**src/rtl/apb_slave_bank_if.sv**
```systemverilog
// APB bus bundle between the bridge (master) and the slave register bank.
// Clock and reset travel as plain ports alongside this bundle.
interface apb_slave_bank_if #(
  parameter int unsigned NUM_SLAVES = 3,
  parameter int unsigned ADDR_WIDTH = 32,
  parameter int unsigned DATA_WIDTH = 32
);
  logic [NUM_SLAVES-1:0] psel;
  logic                  penable;
  logic                  pwrite;
  logic [ADDR_WIDTH-1:0] paddr;
  logic [DATA_WIDTH-1:0] pwdata;
  logic [DATA_WIDTH-1:0] prdata;
  logic                  pready;
  logic                  pslverr;

  modport master (
    output psel, penable, pwrite, paddr, pwdata,
    input  prdata, pready, pslverr
  );

  modport slave (
    input  psel, penable, pwrite, paddr, pwdata,
    output prdata, pready, pslverr
  );
endinterface

```
**src/rtl/apb_slave_bank.sv**
```systemverilog
// APB slave model with one DEPTH-word register bank per select line,
// programmable wait states and error response for misaligned/out-of-range/bad-select access.
module apb_slave_bank #(
  parameter int unsigned NUM_SLAVES  = 3,
  parameter int unsigned ADDR_WIDTH  = 32,
  parameter int unsigned DATA_WIDTH  = 32,
  parameter int unsigned DEPTH       = 16,
  parameter int unsigned WAIT_STATES = 0
) (
  input logic              pclk,
  input logic              preset,
  apb_slave_bank_if.slave  apb
);
  localparam int unsigned AW = $clog2(DEPTH);
  localparam int unsigned BW = (NUM_SLAVES > 1) ? $clog2(NUM_SLAVES) : 1;

  typedef enum logic [0:0] {StIdle, StAccess} state_e;

  state_e                state_q;
  logic [3:0]            cnt_q;
  logic [NUM_SLAVES-1:0] sel_q;
  logic [ADDR_WIDTH-1:0] addr_q;
  logic                  write_q;
  logic [DATA_WIDTH-1:0] wdata_q;
  logic [DATA_WIDTH-1:0] mem_q [NUM_SLAVES][DEPTH];

  logic          ready;
  logic          error;
  logic          commit;
  logic          sel_seen;
  logic          multi_sel;
  logic [BW-1:0] bank;
  logic [AW-1:0] word;

  // Bank is the position of the set select bit; only meaningful when one-hot.
  always_comb begin
    sel_seen  = 1'b0;
    multi_sel = 1'b0;
    bank      = '0;
    for (int i = 0; i < NUM_SLAVES; i++) begin
      if (sel_q[i]) begin
        if (sel_seen) multi_sel = 1'b1;
        sel_seen = 1'b1;
        bank     = BW'(i);
      end
    end
  end

  assign word   = addr_q[AW+1:2];
  assign ready  = (state_q == StAccess) && (cnt_q == 4'(WAIT_STATES));
  assign error  = !sel_seen || multi_sel || (addr_q[1:0] != 2'b00) ||
                  (addr_q[ADDR_WIDTH-1:AW+2] != '0);
  assign commit = ready && write_q && !error;

  assign apb.pready  = ready;
  assign apb.pslverr = ready && error;
  assign apb.prdata  = (ready && !write_q && !error) ? mem_q[bank][word] : '0;

  always_ff @(posedge pclk) begin
    if (preset) begin
      state_q <= StIdle;
      cnt_q   <= '0;
      sel_q   <= '0;
      addr_q  <= '0;
      write_q <= 1'b0;
      wdata_q <= '0;
    end else begin
      case (state_q)
        StIdle: begin
          if (|apb.psel && !apb.penable) begin
            sel_q   <= apb.psel;
            addr_q  <= apb.paddr;
            write_q <= apb.pwrite;
            wdata_q <= apb.pwdata;
            cnt_q   <= '0;
            state_q <= StAccess;
          end
        end
        StAccess: begin
          if (ready) begin
            state_q <= StIdle;
          end else if (!(|apb.psel) || !apb.penable || (apb.psel != sel_q)) begin
            // Master walked away before completion: drop the transfer silently.
            state_q <= StIdle;
          end else begin
            cnt_q <= cnt_q + 4'd1;
          end
        end
        default: state_q <= StIdle;
      endcase
    end
  end

  always_ff @(posedge pclk) begin
    if (preset) begin
      for (int b = 0; b < NUM_SLAVES; b++) begin
        for (int w = 0; w < DEPTH; w++) begin
          mem_q[b][w] <= '0;
        end
      end
    end else if (commit) begin
      mem_q[bank][word] <= wdata_q;
    end
  end
endmodule
```
**src/flat_wrapper.sv**
```systemverilog
// flat-port wrapper written by rule: the top's interface ports become plain ports
module apb_slave_bank_flat 
#(
  parameter int unsigned NUM_SLAVES  = 3,
  parameter int unsigned ADDR_WIDTH  = 32,
  parameter int unsigned DATA_WIDTH  = 32,
  parameter int unsigned DEPTH       = 16,
  parameter int unsigned WAIT_STATES = 0
)
  (pclk, preset, apb_psel, apb_penable, apb_pwrite, apb_paddr, apb_pwdata, apb_prdata, apb_pready, apb_pslverr);
  apb_slave_bank_if #(.NUM_SLAVES(NUM_SLAVES), .ADDR_WIDTH(ADDR_WIDTH), .DATA_WIDTH(DATA_WIDTH)) apb_i ();
  input logic pclk;
  input logic preset;
  input wire logic [$bits(apb_i.psel)-1:0] apb_psel;
  input wire logic [$bits(apb_i.penable)-1:0] apb_penable;
  input wire logic [$bits(apb_i.pwrite)-1:0] apb_pwrite;
  input wire logic [$bits(apb_i.paddr)-1:0] apb_paddr;
  input wire logic [$bits(apb_i.pwdata)-1:0] apb_pwdata;
  output wire logic [$bits(apb_i.prdata)-1:0] apb_prdata;
  output wire logic [$bits(apb_i.pready)-1:0] apb_pready;
  output wire logic [$bits(apb_i.pslverr)-1:0] apb_pslverr;
  assign apb_i.psel = apb_psel;
  assign apb_i.penable = apb_penable;
  assign apb_i.pwrite = apb_pwrite;
  assign apb_i.paddr = apb_paddr;
  assign apb_i.pwdata = apb_pwdata;
  assign apb_prdata = apb_i.prdata;
  assign apb_pready = apb_i.pready;
  assign apb_pslverr = apb_i.pslverr;
  apb_slave_bank #(.NUM_SLAVES(NUM_SLAVES), .ADDR_WIDTH(ADDR_WIDTH), .DATA_WIDTH(DATA_WIDTH), .DEPTH(DEPTH), .WAIT_STATES(WAIT_STATES)) u_core (.pclk(pclk), .preset(preset), .apb(apb_i));
endmodule
```
**config.mk**
```make
export PLATFORM = sky130hd
export DESIGN_NAME = apb_slave_bank_flat
export DESIGN_NICKNAME = d
export VERILOG_FILES = /design/src/rtl/apb_slave_bank_if.sv /design/src/rtl/apb_slave_bank.sv /design/src/flat_wrapper.sv
export SDC_FILE = /design/constraint.sdc
export NUM_CORES = 2
export LEC_CHECK = 0
export CELL_PAD_IN_SITES_DETAIL_PLACEMENT = 1
export CELL_PAD_IN_SITES_GLOBAL_PLACEMENT = 1
export CORE_MARGIN = 1
export CORE_UTILIZATION = 47
export CTS_CLUSTER_DIAMETER = 120
export DETAILED_ROUTE_END_ITERATION = 12
export MAX_ROUTING_LAYER = met4
export PLACE_DENSITY_LB_ADDON = 0.1
export SYNTH_ARGS = -nofsm -noshare
export SYNTH_HDL_FRONTEND = slang
export SYNTH_SLANG_ARGS = --single-unit
export TNS_END_PERCENT = 20
```
**constraint.sdc**
```tcl
create_clock -name pclk -period 3.8 [get_ports pclk]
set_input_delay 0.38 -clock pclk [delete_from_list [all_inputs] [get_ports pclk]]
set_output_delay 0.38 -clock pclk [all_outputs]
set_load 0.1 [all_outputs]
```
Word-level counts from Yosys, hierarchy flattened:

Memories as Yosys holds them, arrays and structs flattened.
Cells that the tools add are included.

* add/sub/neg operators: 1
* magnitude comparators: 2
* equal/unequal tests: 4
* mux-type cells: 31
* bitwise operators: 2
* reductions and logical operators: 25

Operators with widths (number)
* two-way mux 512 bit: 3
* OR reduction 512 bit: 1
* binary-select mux 32 bit (select 4 bit): 1
* demux 32 bit (select 4 bit): 1
* two-way mux 32 bit: 4
* nonzero test 26 bit: 1
* two-way mux 1 bit: 15
* two-way mux 4 bit: 3
* logical AND 1 bit: 8
* case mux 4 bit (2 select lines): 1
* >= comparator 5 bit (second input constant): 1
* logical NOT 1 bit: 5
* logical OR 1 bit: 5
* less-than comparator 5 x 1 -> 1 bit (second input constant): 1
* inverter 4 -> 5 bit: 1
* adder 4 x 1 -> 4 bit (second input constant): 1
* logical NOT 4 bit: 1
* two-way mux 2 bit: 2
* inequality test 2 bit (second input constant): 2
* inequality test 3 bit: 1
* AND reduction 3 bit: 1
* OR reduction 3 bit: 1
* inequality test 2 x 1 -> 1 bit (second input constant): 1
* case mux 1 bit (2 select lines): 1
* 3 further kinds: 3

* register bits: 73
* RAM bits: 1536
* output and inout bits: 34
* memories: 1

Memory list
* u_core.mem_q: depth 3, bits a word 512, read ports 1, clocked after memory_dff 0, wr ports 3, RTL line apb_slave_bank.sv:25 `logic [DATA_WIDTH-1:0] mem_q [NUM_SLAVES][DEPTH];`

Logic depth before layout (Yosys ltp):

* depth after elaboration: 15
* depth in mapped cells: 10

Worst setup path after synthesis:

Ideal clock, no wire load.

* path type: reg2out
* from: register u_core.addr_q[3]
* to: output apb_prdata[31]
* arrival time: 6.228 ns
* required time: 3.420 ns
* path slack: -2.808 ns
* stages on the path, launching flop included: 9
* cells stage by stage: dfxtp_1 clkbuf_1 clkbuf_1 clkbuf_1 mux4_2 mux2i_1 nand2_1 o21ai_0 a2111oi_0

* longest elaborated chain between the ends: 5

Ends and longest elaborated chain
* start, declared: RTL line apb_slave_bank.sv:22 `logic [ADDR_WIDTH-1:0] addr_q;`
* start signal, assigned: RTL line apb_slave_bank.sv:72 `addr_q <= apb.paddr;`
* inverter 4 -> 5 bit (implied by the code): RTL line apb_slave_bank.sv:57 `assign apb.prdata = (ready && !write_q && !error) ? mem_q[bank][word] : '0;`
* binary-select mux 32 bit (select 4 bit): RTL line apb_slave_bank.sv:57
* two-way mux 32 bit (implied by the code) (2 in series): RTL line apb_slave_bank.sv:57
* two-way mux 32 bit: RTL line apb_slave_bank.sv:57
* end, declared: RTL line flat_wrapper.sv:19 `output wire logic [$bits(apb_i.prdata)-1:0] apb_prdata;`

Every way passes these cells. The select of a mux whose other input is x is not followed.

Worst setup path after layout:

* from: register u_core.addr_q[2]
* to: output apb_prdata[31]

Same word-level chain as after synthesis.

==> summary.txt <==
Logic synthesis
  – Total number of yosys warnings: 0
  – Top FF cell, synth: edfxtp_1
  – FF+latch count, synth: 1609
  – Cell variety after synth: 51
  – Mapped Area: 67700 um^2
  – Net count after synthesis: 4317
  – Average size of a mapped cell: 16.0 um^2
  – Synth async-reset ratio: 0
  – Cells after Synth: 4244
  – Sequential-to-total area share from yosys stat: 0.703
  – Post-synth EDFFs: 1536

STA
  – Final WS setup: -26.1 ps
  – Unrepaired setup endpoints after global routing: yes
  – Slew Limit Fails: 0
  – Final period utilization: 1.01
  – Setup Viol. Count Final: 1
  – Setup Skew: 23.8 ps
  – Hold Vio Cnt, Final: 0
  – FMAX: 261 MHz
  – Worst rel slew slack: 0.0857
  – Post-route minimum period: 3830 ps
  – Actual slew at the worst max-slew pin: 1370 ps

Hold path
  – HP Class: in2reg

Clock tree
  – Clock Root Buffer: clkbuf_16
  – Clk pin slew, worst setup/hold paths: 60 ps
  – Htree depth: 4
  – TritonCTS Buffers: 169
  – Latest clock arrival within the worst-skew pair: 810 ps
  – Clk buf depth: 3
  – TritonCTS clock tree: built
  – Clock sink count: 1609

Floorplanning
  – Area of the core: 142000 um^2
  – Area of the die: 146000 um^2
  – Rows: 138
  – Initial Util: 0.476
  – Overall die height: 382 um
  – I/O pin cnt: 105
  – Die W: 382 um

Global routing
  – Number of global-route vias before repair: 41900
  – Total GRT Usage: 0.320
  – First-pass GRT wire length: 318000 um
  – Largest net degree at the start of global routing: 71
  – Grt total ovfl: 0
  – Initial antenna violation count: 16

Power and ir drop
  – Power Density: 496 nW/um^2
  – Static Leak: 27.7 nW
  – Clk pwr share: 0.408
  – Comb pwr share: 0.086
  – Switching power: 0.00943 W
  – Internal power: 0.0305 W
  – Sw Ratio: 0.236
  – Seq pwr share: 0.507
  – VDD IR max: 0.405 mV

Place
  – Port Buffers: 104
  – Final GP Congestion: 0.852
  – Post-DP HPWL: 143000 um
  – Placed Cells: 6190
  – Post-Place Cell Area: 74000 um^2

Final layout
  – Fin cells: 6541
  – Final Util: 0.566
  – Finished Cell Area: 80500 um^2
  – Area Overhead vs Synth: 18.9%
  – Fin nets: 4583
  – Fraction of final layout cells sized beyond drive strength 1: 0.255
  – Most frequent cells in the layout: edfxtp_1, nor2_1, mux4_2, and2_1, buf_4
  – Commonest non-fill, non-tap cell in the layout: edfxtp_1

Critical path
  – Startpoint types: flip-flop
  – CP Capture Type: output pin
  – Critical path peak fanout: 6
  – WS Path Type: reg2out
  – Worst Path Arrival: 3450 ps
  – Critical Path RT: 3420 ps

Routing
  – Via count: 41500
  – Routed wire length: 226000 um
  – Drt first pass iters: 5
  – WL per Instance: 34.6 um
  – DRT iter0 DRCs: 5332
  – Vias per cell: 6.35
  – ANT nets after route: 0
  – Drt drc: 0

Run status
  – Status: finished with violations
  – Failing checks: negative setup slack

Job
  – # Max-Cap Violations: 0
synth_stat cells, types with 4 or more instances:
cell type | count | share of area
nand2_1 | 246 | 0.014
or2_2 | 10 | 0.00092
a22oi_1 | 91 | 0.010
buf_2 | 54 | 0.0040
clkbuf_1 | 259 | 0.014
clkbuf_2 | 4 | 0.00030
o21bai_1 | 21 | 0.0023
nor2b_1 | 9 | 0.00083
o22ai_1 | 30 | 0.0028
nand4_1 | 34 | 0.0031
and2_2 | 10 | 0.0011
nand3_1 | 12 | 0.00089
a31o_2 | 5 | 0.00065
nand2b_1 | 6 | 0.00055
a31oi_1 | 10 | 0.00092
nor4_1 | 36 | 0.0033
a21oi_1 | 105 | 0.0078
buf_6 | 19 | 0.0032
o221ai_1 | 30 | 0.0039
and3_1 | 65 | 0.0060
and2_1 | 314 | 0.029
inv_1 | 6 | 0.00033
mux4_2 | 383 | 0.13
nor4_4 | 7 | 0.0022
and4_1 | 4 | 0.00052
nor2_1 | 733 | 0.041
o21ai_0 | 9 | 0.00067
edfxtp_1 | 1536 | 0.68
buf_1 | 23 | 0.0013
dfxtp_1 | 73 | 0.022
mux2i_1 | 68 | 0.010
power groups by stage:
stage / Sequential [W] / Combinational (W) / Clock (W)
floorplan: 0.0205 / 0.00175 / 0
global placement: 0.0206 / 0.00314 / 0
detailed placement: 0.0206 / 0.00317 / 0
CTS: 0.0202 / 0.00336 / 0.0165
global route: 0.0203 / 0.00354 / 0.0170
finish: 0.0202 / 0.00342 / 0.0163
path summary, 6_finish.rpt:
check / from / cells after the start / to / slack [ps]
worst max-delay path: u_core.addr_q[2] / 9 / apb_prdata[31] / -30
worst min-delay path: apb_pwdata[7] / 3 / u_core.wdata_q[7] / 110
worst max register to register: u_core.addr_q[8] / 9 / u_core.mem_q[0][247] / 110
worst min register to register: u_core.wdata_q[3] / 2 / u_core.wdata_q[3] / 460
cells by family (layout without fill, tap and decap cells):
group	after synthesis	count (layout)	share of synthesized area
buf+inv	367	772	0.0236
flops	1609	1609	0.703
fa+ha+maj	2	2	0.000370
other cells	0	1	0
mux	451	451	0.137
xor+xnor	4	4	0.000518
simple gates	1498	1499	0.104
compound gates	313	313	0.0306
worst max-delay path, cell delays in order (launching register included):
cell and delay [ps]:
dfxtp_4 410, buf_12 170, buf_8 140, mux4_2 370, mux2i_2 100, a221oi_2 340, buf_4 190, a21oi_4 50
a2111oi_4 600, buf_12 260
per-stage QoR:
stage,setup WS (ps),total power (W),TNS (ps),hold slack (ps)
3_5_place_dp,139,0.0238,0,450
2_1_floorplan,-443,0.0222,-134670,436
6_report,-26.1,0.0399,-26.1,113
3_3_place_gp,258,0.0237,0,444
4_1_cts,-18.8,0.0401,-43.9,58.5
5_1_grt,-84.5,0.0409,-616,100
sequential cells by signal, indices dropped and copies added, names as in the netlist:
signal,cells
u_core.mem_q,1536
u_core.sel_q,3
u_core.state_q,1
u_core.wdata_q,32
u_core.addr_q,32
u_core.write_q,1
u_core.cnt_q,4
final cells by class:
cell class / count / area [um^2]
antenna: 1 / 2.50
inverter: 6 / 22.5
fill: 12900 / 61800
timing repair buffer: 455 / 5260
clock buffer: 217 / 4520
multi-input combinational: 2269 / 19900
sequential: 1609 / 47600
tap: 1890 / 2360
clock inverter: 94 / 852
repair_timing:
| item | in CTS | in global routing |
|---|---|---|
| buffers inserted | 16 | 8 |
| hold buffers | 0 | 0 |
| endpoints found under the hold margin | 0 | 0 |
| setup endpoints to repair | 32 | 79 |
| pin swaps | 25 | 12 |
| gates resized for setup | 64 | 28 |
| gates cloned | 13 | 3 |
routing by layer:
metal	track usage	up-vias	wire, um
met2	0.482	2134	106000
met3	0.0581	305	21400
li1	-	16700	-
met4	0.0753	0	5230
met5	-	-	0
met1	0.455	22400	93900
(Power assumes the default switching activity.)
